## src/rtl/ram_if_pkg.sv

```systemverilog
// Shared definitions for the store read-modify-write engine: store size
// codes, FSM state encoding and small elaboration-time helpers.
package ram_if_pkg;

  typedef enum logic [1:0] {
    SZ_B = 2'b00,
    SZ_H = 2'b01,
    SZ_W = 2'b10,
    SZ_D = 2'b11
  } size_e;

  localparam logic [2:0] ST_IDLE = 3'd0;
  localparam logic [2:0] ST_RD   = 3'd1;
  localparam logic [2:0] ST_WAIT = 3'd2;
  localparam logic [2:0] ST_WR   = 3'd3;
  localparam logic [2:0] ST_DONE = 3'd4;

  // Ceiling log2, usable in parameter expressions.
  function automatic int clog2(input int value);
    int r;
    r = 0;
    while ((1 << r) < value) r++;
    return r;
  endfunction

  // Byte count named by a size code, before clamping to the RAM word.
  function automatic int size_bytes(input size_e sz);
    case (sz)
      SZ_B:    return 1;
      SZ_H:    return 2;
      SZ_W:    return 4;
      default: return 8;
    endcase
  endfunction

endpackage

```

## src/rtl/store_rmw_ctrl_if.sv

```systemverilog
// LSU request/status and RAM port bundle of the store engine.
// master = LSU and RAM side, slave = store engine.
interface store_rmw_ctrl_if #(
  parameter int DATA_W = 32,
  parameter int ADDR_W = 32
);
  localparam int LSB = ram_if_pkg::clog2(DATA_W / 8);

  logic                  req_valid;
  logic                  req_ready;
  logic [ADDR_W-1:0]     req_addr;
  logic [1:0]            req_size;
  logic [DATA_W-1:0]     req_data;

  logic [ADDR_W-LSB-1:0] ram_addr;
  logic                  ram_rd_en;
  logic [DATA_W-1:0]     ram_rdata;
  logic                  ram_we;
  logic [DATA_W-1:0]     ram_wdata;

  logic                  done;
  logic                  split;
  logic                  misalign;
  logic                  busy;

  modport master (
    output req_valid, req_addr, req_size, req_data, ram_rdata,
    input  req_ready, ram_addr, ram_rd_en, ram_we, ram_wdata,
    input  done, split, misalign, busy
  );

  modport slave (
    input  req_valid, req_addr, req_size, req_data, ram_rdata,
    output req_ready, ram_addr, ram_rd_en, ram_we, ram_wdata,
    output done, split, misalign, busy
  );

endinterface

```

## src/rtl/store_lane_merge.sv

```systemverilog
// Combinational byte-lane merge for one RMW phase: builds the lane mask of
// the bytes this phase writes and overlays the aligned store data on the
// word read back from RAM.
module store_lane_merge
#(
  parameter  int DATA_W = 32,
  localparam int B      = DATA_W / 8,
  localparam int LSB    = ram_if_pkg::clog2(DATA_W / 8)
) (
  input  logic [LSB-1:0]    off,
  input  logic [LSB:0]      n,
  input  logic              phase,
  input  logic [DATA_W-1:0] req_data,
  input  logic [DATA_W-1:0] ram_rdata,
  output logic [B-1:0]      mask,
  output logic              full,
  output logic [DATA_W-1:0] merged
);

  logic [LSB:0]      last;
  logic [DATA_W-1:0] shifted;

  // Lane selection and byte overlay for the current phase.
  // NOTE: every output gets a default before any conditional logic, so no latch can be inferred.
  always_comb begin
    mask    = '0;
    merged  = '0;
    last    = {1'b0, off} + n - (LSB+1)'(1);
    shifted = phase ? (req_data >> (8 * (B - int'(off))))
                    : (req_data << (8 * int'(off)));
    for (int i = 0; i < B; i++) begin
      if (!phase) mask[i] = (i >= int'(off)) && (i <= int'(last));
      else        mask[i] = (int'(last) >= B) && (i <= int'(last) - B);
      merged[8*i +: 8] = mask[i] ? shifted[8*i +: 8] : ram_rdata[8*i +: 8];
    end
    full = &mask;
  end

endmodule

```

## src/rtl/store_rmw_ctrl.sv

```systemverilog
// Sequential store engine: accepts one byte/half/word/dword store at a time
// and performs read-modify-write on the RAM word(s) it touches, splitting
// stores that cross a word boundary into two phases.
module store_rmw_ctrl
  import ram_if_pkg::*;
#(
  parameter int DATA_W      = 32,
  parameter int ADDR_W      = 32,
  parameter int RD_LAT      = 1,
  parameter int ALLOW_SPLIT = 1
) (
  input logic             clk,
  input logic             rst,
  store_rmw_ctrl_if.slave bus
);

  localparam int B     = DATA_W / 8;
  localparam int LSB   = clog2(B);
  localparam int WA_W  = ADDR_W - LSB;
  localparam int CNT_W = 2;
  localparam logic [CNT_W-1:0] WAIT_LOAD = CNT_W'((RD_LAT > 1) ? RD_LAT - 2 : 0);
  localparam bit SPLIT_EN = (ALLOW_SPLIT != 0);

  logic [2:0]        state;
  logic              phase;
  logic [CNT_W-1:0]  wait_cnt;

  logic [WA_W-1:0]   word_addr;
  logic [LSB-1:0]    off;
  logic [LSB:0]      n;
  logic [DATA_W-1:0] data;

  logic [LSB-1:0]    off_in;
  logic [LSB:0]      n_in;
  logic [LSB-1:0]    m_off;
  logic [LSB:0]      m_n;
  logic              m_phase;
  logic [B-1:0]      mask;
  logic              full;
  logic [DATA_W-1:0] merged;
  logic              crosses;

  // Decode the incoming request: byte offset and clamped byte count.
  always_comb begin
    off_in = bus.req_addr[LSB-1:0];
    n_in   = (LSB+1)'((size_bytes(size_e'(bus.req_size)) > B) ? B
                                                             : size_bytes(size_e'(bus.req_size)));
  end

  // In IDLE the merge sees the incoming request so its full flag picks the
  // first state; otherwise it works on the latched request and current phase.
  always_comb begin
    if (state == ST_IDLE) begin
      m_off   = off_in;
      m_n     = n_in;
      m_phase = 1'b0;
    end else begin
      m_off   = off;
      m_n     = n;
      m_phase = phase;
    end
  end

  store_lane_merge #(.DATA_W(DATA_W)) u_merge (
    .off       (m_off),
    .n         (m_n),
    .phase     (m_phase),
    .req_data  (data),
    .ram_rdata (bus.ram_rdata),
    .mask      (mask),
    .full      (full),
    .merged    (merged)
  );

  // The store spills into the next word when off + n runs past the last lane.
  assign crosses = (int'(off) + int'(n)) > B;

  // Control FSM: per phase RD, optional WAIT, then WR; DONE after the last phase.
  // A phase-2 mask covers at most B-1 lanes, so only phase 1 can skip the read.
  // NOTE: sequential state uses non-blocking assignments so every register updates from pre-edge values.
  always_ff @(posedge clk) begin
    if (rst) begin
      state    <= ST_IDLE;
      phase    <= 1'b0;
      wait_cnt <= '0;
    end else begin
      case (state)
        ST_IDLE: begin
          if (bus.req_valid) begin
            phase <= 1'b0;
            state <= full ? ST_WR : ST_RD;
          end
        end
        ST_RD: begin
          if (RD_LAT <= 1) begin
            state <= ST_WR;
          end else begin
            wait_cnt <= WAIT_LOAD;
            state    <= ST_WAIT;
          end
        end
        ST_WAIT: begin
          if (wait_cnt == '0) state <= ST_WR;
          else                wait_cnt <= wait_cnt - 1'b1;
        end
        ST_WR: begin
          if (!phase && SPLIT_EN && crosses) begin
            phase <= 1'b1;
            state <= ST_RD;
          end else begin
            state <= ST_DONE;
          end
        end
        ST_DONE: state <= ST_IDLE;
        default: state <= ST_IDLE;
      endcase
    end
  end

  // Capture the request on acceptance.
  // NOTE: these registers have no reset; they are only read while busy, which is reached only through a fresh capture.
  always_ff @(posedge clk) begin
    if (state == ST_IDLE && bus.req_valid) begin
      word_addr <= bus.req_addr[ADDR_W-1:LSB];
      off       <= off_in;
      n         <= n_in;
      data      <= bus.req_data;
    end
  end

  // Drive the RAM port and status; the bus stays at zero outside RD/WR.
  always_comb begin
    bus.req_ready = (state == ST_IDLE);
    bus.busy      = (state != ST_IDLE);
    bus.ram_rd_en = (state == ST_RD);
    bus.ram_we    = (state == ST_WR) && (|mask);
    bus.ram_addr  = '0;
    bus.ram_wdata = '0;
    if (state == ST_RD || state == ST_WR)
      bus.ram_addr = word_addr + {{(WA_W-1){1'b0}}, phase};
    if (state == ST_WR)
      bus.ram_wdata = merged;
    bus.done      = (state == ST_DONE);
    bus.split     = (state == ST_DONE) && phase;
    bus.misalign  = (state == ST_DONE) && !SPLIT_EN && crosses;
  end

endmodule

```

## src/flat_wrapper.sv

```systemverilog
// flat-port wrapper written by rule: the top's interface ports become plain ports
module store_rmw_ctrl_flat import ram_if_pkg::*;
#(
  parameter int DATA_W      = 32,
  parameter int ADDR_W      = 32,
  parameter int RD_LAT      = 1,
  parameter int ALLOW_SPLIT = 1
)
  (clk, rst, bus_req_valid, bus_req_addr, bus_req_size, bus_req_data, bus_ram_rdata, bus_req_ready, bus_ram_addr, bus_ram_rd_en, bus_ram_we, bus_ram_wdata, bus_done, bus_split, bus_misalign, bus_busy);
  store_rmw_ctrl_if #(.DATA_W(DATA_W), .ADDR_W(ADDR_W)) bus_i ();
  input logic clk;
  input logic rst;
  input wire logic [$bits(bus_i.req_valid)-1:0] bus_req_valid;
  input wire logic [$bits(bus_i.req_addr)-1:0] bus_req_addr;
  input wire logic [$bits(bus_i.req_size)-1:0] bus_req_size;
  input wire logic [$bits(bus_i.req_data)-1:0] bus_req_data;
  input wire logic [$bits(bus_i.ram_rdata)-1:0] bus_ram_rdata;
  output wire logic [$bits(bus_i.req_ready)-1:0] bus_req_ready;
  output wire logic [$bits(bus_i.ram_addr)-1:0] bus_ram_addr;
  output wire logic [$bits(bus_i.ram_rd_en)-1:0] bus_ram_rd_en;
  output wire logic [$bits(bus_i.ram_we)-1:0] bus_ram_we;
  output wire logic [$bits(bus_i.ram_wdata)-1:0] bus_ram_wdata;
  output wire logic [$bits(bus_i.done)-1:0] bus_done;
  output wire logic [$bits(bus_i.split)-1:0] bus_split;
  output wire logic [$bits(bus_i.misalign)-1:0] bus_misalign;
  output wire logic [$bits(bus_i.busy)-1:0] bus_busy;
  assign bus_i.req_valid = bus_req_valid;
  assign bus_i.req_addr = bus_req_addr;
  assign bus_i.req_size = bus_req_size;
  assign bus_i.req_data = bus_req_data;
  assign bus_i.ram_rdata = bus_ram_rdata;
  assign bus_req_ready = bus_i.req_ready;
  assign bus_ram_addr = bus_i.ram_addr;
  assign bus_ram_rd_en = bus_i.ram_rd_en;
  assign bus_ram_we = bus_i.ram_we;
  assign bus_ram_wdata = bus_i.ram_wdata;
  assign bus_done = bus_i.done;
  assign bus_split = bus_i.split;
  assign bus_misalign = bus_i.misalign;
  assign bus_busy = bus_i.busy;
  store_rmw_ctrl #(.DATA_W(DATA_W), .ADDR_W(ADDR_W), .RD_LAT(RD_LAT), .ALLOW_SPLIT(ALLOW_SPLIT)) u_core (.clk(clk), .rst(rst), .bus(bus_i));
endmodule
```

## config.mk

```make
export PLATFORM = sky130hd
export DESIGN_NAME = store_rmw_ctrl_flat
export DESIGN_NICKNAME = d
export VERILOG_FILES = /design/src/rtl/ram_if_pkg.sv /design/src/rtl/store_rmw_ctrl_if.sv /design/src/rtl/store_lane_merge.sv /design/src/rtl/store_rmw_ctrl.sv /design/src/flat_wrapper.sv
export SDC_FILE = /design/constraint.sdc
export NUM_CORES = 1
export LEC_CHECK = 0
export ABC_AREA = 1
export CAP_MARGIN = 0
export CORE_MARGIN = 5
export CORE_UTILIZATION = 65
export DETAILED_ROUTE_END_ITERATION = 12
export DONT_BUFFER_PORTS = 1
export GPL_TIMING_DRIVEN = 0
export PLACE_DENSITY = 0.81
export SLEW_MARGIN = 40
export SYNTH_ARGS = -nofsm -noshare
export SYNTH_HDL_FRONTEND = slang
export SYNTH_SLANG_ARGS = --single-unit
```

## constraint.sdc

```tcl
create_clock -name clk -period 6.6 [get_ports clk]
set_input_delay 0.66 -clock clk [delete_from_list [all_inputs] [get_ports clk]]
set_output_delay 0.66 -clock clk [all_outputs]
set_load 0.01 [all_outputs]
```

==> results.sh, run 1 <==
export IMPL_crit_type="register to output port"
export IMPL_gr_usage_all_layers_pct=32.6
export IMPL_syn_area_um2=5240
export IMPL_startpoint_type="register"
export IMPL_rsz0062_at_grt="no"
export IMPL_slew_limit_headroom_pct=60.9
export IMPL_ys_types=46
export IMPL_whs_path_depth=1
export IMPL_syn_nets=796
export IMPL_drc=0
export IMPL_yosysTopAreaCellShare_pct=38.4
export IMPL_ys_warn_count=0
export IMPL_start_util_pct=67.1
export IMPL_drt_wl_total_um=16100
export IMPL_cts_tree="built"
export IMPL_synthCells=684
export IMPL_critPathArrivalTime_ps=3910
export IMPL_switching_share_pct=49.5
export IMPL_fp_row_count=32
export IMPL_hold_buffers=0
export IMPL_antenna_cells=0
export IMPL_peakVddDrop_uv=306
export IMPL_coreArea_um2=7810
export IMPL_hold_violations=0
export IMPL_clock_latency_ps=340
export IMPL_async_flop_share_pct=0
export IMPL_worstPathCellList="nor2_4 > nand2_4 > o21ai_4 > inv_2 > buf_2 > ha_1 > nor2_1 > inv_1 > clkbuf_1 > o22ai_1 > nand2_1 > a21oi_1"
export IMPL_syn_avg_cell_area_um2=7.66
export IMPL_drt_pass1_iterations=5
export IMPL_p_int_w=0.00142
export IMPL_final_common_cell="nand2_1"
export IMPL_syn_to_final_growth_pct=8.53
export IMPL_vias=5110
export IMPL_pin_count=170
export IMPL_clock_path_buffers=2
export IMPL_r2r_end="u_core.state[1]"
export IMPL_ant_nets=0
export IMPL_numCtsBuffers=9
export IMPL_antenna_found_initial=0
export IMPL_maxCapViolCount=0
export IMPL_rr_startpoint="u_core.state[0]"
export IMPL_grt_max_degree=25
export IMPL_rrSetupSlack_ps=3280
export IMPL_r2r_cells=15
export IMPL_clockRootBuffer="clkbuf_8"
export IMPL_setup_tns_ps=0
export IMPL_drtIter0Drc=500
export IMPL_ys_seq_area_share_pct=40.7
export IMPL_die_w_um=99.8
export IMPL_globalRouteOverflowTotal=0
export IMPL_chipHeight_um=99.8
export IMPL_p_sw_w=0.00139
export IMPL_pwr_share_comb_pct=58.7
export IMPL_gp_congestion=0.996
export IMPL_slowest_stage="nor2_1"
export IMPL_yosys_top_cells_area="edfxtp_1 (38%), nand2_1 (8.3%), o21ai_0 (6.3%)"
export IMPL_hpwl_um=12600
export IMPL_fin_crit_sh_pct=69.3
export IMPL_clock_sinks=73
export IMPL_synth_seq_cells=73
export IMPL_setup_viol=0
export IMPL_synth_area_leader_cell="edfxtp_1"
export IMPL_maxSlewViolCount=0
export IMPL_critPathMaxStageDelay_ps=470
export IMPL_worstMarginPinSlew_ps=587
export IMPL_pwr_share_clk_pct=15.9
export IMPL_timing_hold_ws_ps=376
export IMPL_post_cts_buffers=0
export IMPL_fin_crit_ps=4570
export IMPL_grt_pass1_vias=4946
export IMPL_seq_power_share_pct=25.4
export IMPL_layout_common_cells="nand2_1 (116), nor2_1 (78), inv_1 (70)"
export IMPL_worstPathRequired_ps=5940
export IMPL_end_kind="output port"
export IMPL_skew_ps=11.4
export IMPL_powerDensity_nw_per_um2=496
export IMPL_max_clock_freq_ghz=0.219
export IMPL_drive_gt1_share_pct=9.10
export IMPL_via_per_inst=6.35
export IMPL_io_buffers=0
export IMPL_critical_path_max_fanout=10
export IMPL_post_cts_resized=0
export IMPL_power_leakage_nw=2.22
export IMPL_ys_flop_type="edfxtp_1"
export IMPL_die_area_um2=9960
export IMPL_hp_class="input pin to register"
export IMPL_cts_htree_levels=3
export IMPL_synth_edff_count=67
export IMPL_grt_pass1_wl_um=25600
export IMPL_clkTransAtPathRegs_ps=80
export IMPL_outcome="finished, final reports clean"
export IMPL_wire_per_inst_um=20.1
export IMPL_nets=810
export IMPL_fin_util_pct=72.8
export IMPL_hold_end="u_core.state[0]"
export IMPL_min_from="rst"
## synth_stat cells, types with 4 or more instances
cell type  instances
ha_1              10
or2_2              9
edfxtp_1          67
nand2_1          116
clkbuf_1          14
inv_2              4
o21ai_1           17
o21a_1             8
buf_6              7
dfxtp_1            6
nand4_1            9
xnor2_1            6
o21ai_0           66
o211ai_1           6
o22ai_1           14
nand3_1           52
nor2_1            79
inv_1             70
nor3_1            17
nor4_1             5
buf_4              5
a21oi_1           56
xor2_1             7
## kinds of logic (layout without fill, tap and decap cells)
| group | after synthesis | after routing | synth area share [%] |
|---|---|---|---|
| flip-flops | 73 | 73 | 40.7 |
| buffers and inverters | 104 | 123 | 8.93 |
| adder cells (fa/ha/maj) | 11 | 11 | 2.77 |
| AND/OR/NAND/NOR | 303 | 303 | 26.3 |
| other | 1 | 1 | 0.0716 |
| AO/OA/AOI/OAI | 179 | 179 | 19.1 |
| XOR/XNOR | 13 | 13 | 2.17 |
## per-stage QoR
stage               setup slack (ps)  power, W  cell area, um2  cells
global route                    1770   0.00301            5690    805
detailed placement              2490   0.00232            5430    789
finish                          2030   0.00282            5690    805
floorplan                       2540   0.00191            5240    684
CTS                             2120   0.00277            5690    805
global placement                1680   0.00226            5370    786
## routing by layer
| layer | share of wire (%) | up-vias | global-route usage (%) |
|---|---|---|---|
| met5 | 0 | - | 0 |
| met4 | 2.7 | 0 | 10.8 |
| met3 | 14 | 43 | 11.3 |
| met2 | 43 | 394 | 48.5 |
| met1 | 40 | 2285 | 44.7 |
| li1 | - | 2388 | - |
## worst max-delay path by stage
| stage | startpoint | to | slack [ps] | cells past startpoint |
|---|---|---|---|---|
| floorplan | u_core.state[0] | u_core.data[0] | 2540 | 4 |
| global placement | u_core.state[0] | u_core.data[30] | 1680 | 4 |
| detailed placement | bus_req_addr[1] | bus_ram_wdata[0] | 2490 | 14 |
| CTS | u_core.state[0] | bus_ram_wdata[0] | 2120 | 16 |
| global route | u_core.state[0] | bus_ram_wdata[0] | 1770 | 16 |
| finish | u_core.state[0] | bus_ram_wdata[3] | 2030 | 12 |
## power groups by stage
| stage | Sequential [W] | Clock [W] | Combinational, W |
|---|---|---|---|
| 2_1_floorplan | 0.000700 | 0 | 0.00121 |
| 3_3_place_gp | 0.000734 | 0 | 0.00152 |
| 3_5_place_dp | 0.000720 | 0 | 0.00160 |
| 4_1_cts | 0.000710 | 0.000451 | 0.00161 |
| 5_1_grt | 0.000723 | 0.000474 | 0.00182 |
| 6_report | 0.000716 | 0.000447 | 0.00166 |
## sequential cells by signal, summed over array words and instances (netlist names)
register,flops
u_core.n,3
u_core.state,3
u_core.data,32
u_core.word_addr,30
u_core.wait_cnt,2
u_core.off,2
u_core.phase,1
## final cells by class
type,instances,area (um2)
multi-input combinational,507,2650
sequential,73,2130
fill,610,2120
inverter,75,284
buffer,29,184
clock buffer,12,155
tap,102,128
clock inverter,4,98.8
timing repair buffer,3,57.6
## critical path, delay by kind of cell, from the launching register on
kind                     cells  cell delay, ps
AND/OR/NAND/NOR              4             840
AO/OA/AOI/OAI                3             930
adder cells (fa/ha/maj)      1             390
flip-flops                   1             360
buffers and inverters        4            1030
(Power assumes the default switching activity.)
==> inputs of run 2 (changes only) <==
- CORE_UTILIZATION: 65 -> 58
- PLACE_DENSITY: 0.81 -> 0.76
- clock period: 6.6 -> 3.81 ns (I/O delays scaled with it)
==> results.sh, run 2 (synthesized netlist as in run 1, its figures left out) <==
export IMPL_outcome="finished, final reports clean"
export IMPL_die_area_um2=11000
export IMPL_layout_common_cells="nand2_1 (115), nor2_1 (77), inv_1 (70)"
export IMPL_path_buf_inv=4
export IMPL_grt_pass1_vias=4860
export IMPL_clockRootBuffer="clkbuf_8"
export IMPL_wire_per_inst_um=20.0
export IMPL_hp_class="input pin to register"
export IMPL_nFillCells=725
export IMPL_drt_wl_total_um=16400
export IMPL_cts_tree="built"
export IMPL_maxCapViolCount=0
export IMPL_ant_nets=0
export IMPL_fin_crit_ps=3660
export IMPL_crit_type="register to output port"
export IMPL_chipHeight_um=105
export IMPL_hold_violations=0
export IMPL_gp_congestion=0.986
export IMPL_critPathArrivalTime_ps=3280
export IMPL_grt_pass1_wl_um=25500
export IMPL_drc=0
export IMPL_worstPathRequired_ps=3430
export IMPL_top_register="u_core.data"
export IMPL_syn_to_final_growth_pct=9.34
export IMPL_fin_crit_sh_pct=96.0
export IMPL_end_kind="output port"
export IMPL_drt_pass1_iterations=6
export IMPL_cts_htree_levels=3
export IMPL_fin_area_um2=5730
export IMPL_slew_limit_headroom_pct=61.1
export IMPL_worstMarginPinSlew_ps=584
export IMPL_grt_max_degree=25
export IMPL_pin_count=170
export IMPL_clock_sinks=73
export IMPL_clock_latency_ps=340
export IMPL_die_w_um=105
export IMPL_nets=816
export IMPL_hpwl_um=12800
export IMPL_peakVddDrop_uv=366
export IMPL_clkTransAtPathRegs_ps=70
export IMPL_vias=5124
export IMPL_antenna_found_initial=4
export IMPL_timing_hold_ws_ps=94.6
export IMPL_cpMostUsedCell="nand2_1"
export IMPL_slowest_stage="dfxtp_2"
export IMPL_largest_reg_flops=32
export IMPL_gr_usage_all_layers_pct=28.9
export IMPL_startpoint_type="register"
export IMPL_start_util_pct=59.8
export IMPL_maxSlewViolCount=0
export IMPL_max_clock_freq_ghz=0.273
export IMPL_top_regs="u_core.data x32, u_core.word_addr x30"
export IMPL_rrSetupSlack_ps=910
export IMPL_drtIter0Drc=474
export IMPL_power_leakage_nw=2.21
export IMPL_path_delay_family="compound AO/OA/AOI/OAI gates"
export IMPL_worstPathCellList="nor2_4 > nand2_4 > o21ai_4 > buf_4 > ha_1 > inv_1 > ha_1 > inv_1 > nand2_1 > nand2_1 > nand3_1 > nand2_1 > o21ai_1 > clkbuf_4 > o21ai_0 > a21oi_2"
export IMPL_coreArea_um2=8760
export IMPL_io_buffers=0
export IMPL_skew_ps=5.60
export IMPL_numCtsBuffers=9
export IMPL_placed_area_um2=5450
export IMPL_setup_viol=0
export IMPL_drive_gt1_share_pct=11.7
export IMPL_clock_path_buffers=2
export IMPL_hold_buffers=0
export IMPL_critPathMaxStageDelay_ps=360
export IMPL_via_per_inst=6.26
export IMPL_fp_row_count=34
export IMPL_critical_path_max_fanout=11
export IMPL_powerDensity_nw_per_um2=833
export IMPL_final_common_cell="nand2_1"
export IMPL_globalRouteOverflowTotal=0
[run 2: cell types whose count changed in the layout (fill, tap and decap cells not counted), sizes merged]
cell and delta:
buf +7, clkbuf -2, diode +1, bufinv -3
clkinv +1, clkinvlp +3
[run 2: what timing repair did]
action / CTS / global route
setup buffers: 2 / 4
gates resized for setup: 16 / 8
setup endpoints to repair: 33 / 20
cloned: 0 / 0
pin swaps: 1 / 5
[run 2: final timing paths]
path                      startpoint            endpoint  depth (start not counted)
setup reg to reg     u_core.state[2]     u_core.state[1]                         16
hold / removal                   rst     u_core.state[1]                          1
hold reg to reg   u_core.wait_cnt[1]  u_core.wait_cnt[1]                          2
setup / recovery     u_core.state[2]    bus_ram_wdata[2]                         16
[run 2: routing by layer]
layer / vias up / wire length [um] / global-route usage [%]
met1: 2338 / 6090 / 35.4
met5: - / 34 / 0
met2: 344 / 7900 / 48.4
met4: 6 / 287 / 7.21
li1: 2396 / - / -
met3: 40 / 2090 / 10.5
[run 2: per-stage QoR]
step / utilization (%) / TNS (ps) / power (W) / std cells / setup slack (ps)
after floorplan: - / 0 / 0.00330 / 684 / 572
after global placement: 61.4 / -168 / 0.00394 / 792 / -88.9
after detailed placement: 62.2 / -669 / 0.00405 / 795 / -174
after CTS: 64.8 / 0 / 0.00466 / 813 / 21.3
after global routing: 65.4 / -3.35 / 0.00512 / 818 / -3.35
final: 65.4 / 0 / 0.00477 / 818 / 153
[run 2: where the power goes]
group / switching, W / internal (W) / total, W
registers: 0.000143 / 0.00109 / 0.00123
logic: 0.00202 / 0.000999 / 0.00302
clock network: 0.000283 / 0.000234 / 0.000517
[run 2: area by class of cell]
class / count / area, um2 / area share, %
sequential: 73 / 2130 / 37.3
antenna: 1 / 2.50 / 0.0437
timing repair buffer: 9 / 115 / 2.01
inverter: 75 / 284 / 4.96
buffer: 29 / 201 / 3.52
clock buffer: 11 / 131 / 2.29
clock inverter: 5 / 32.5 / 0.568
tap: 108 / 135 / 2.36
multi-input combinational: 507 / 2690 / 47.0
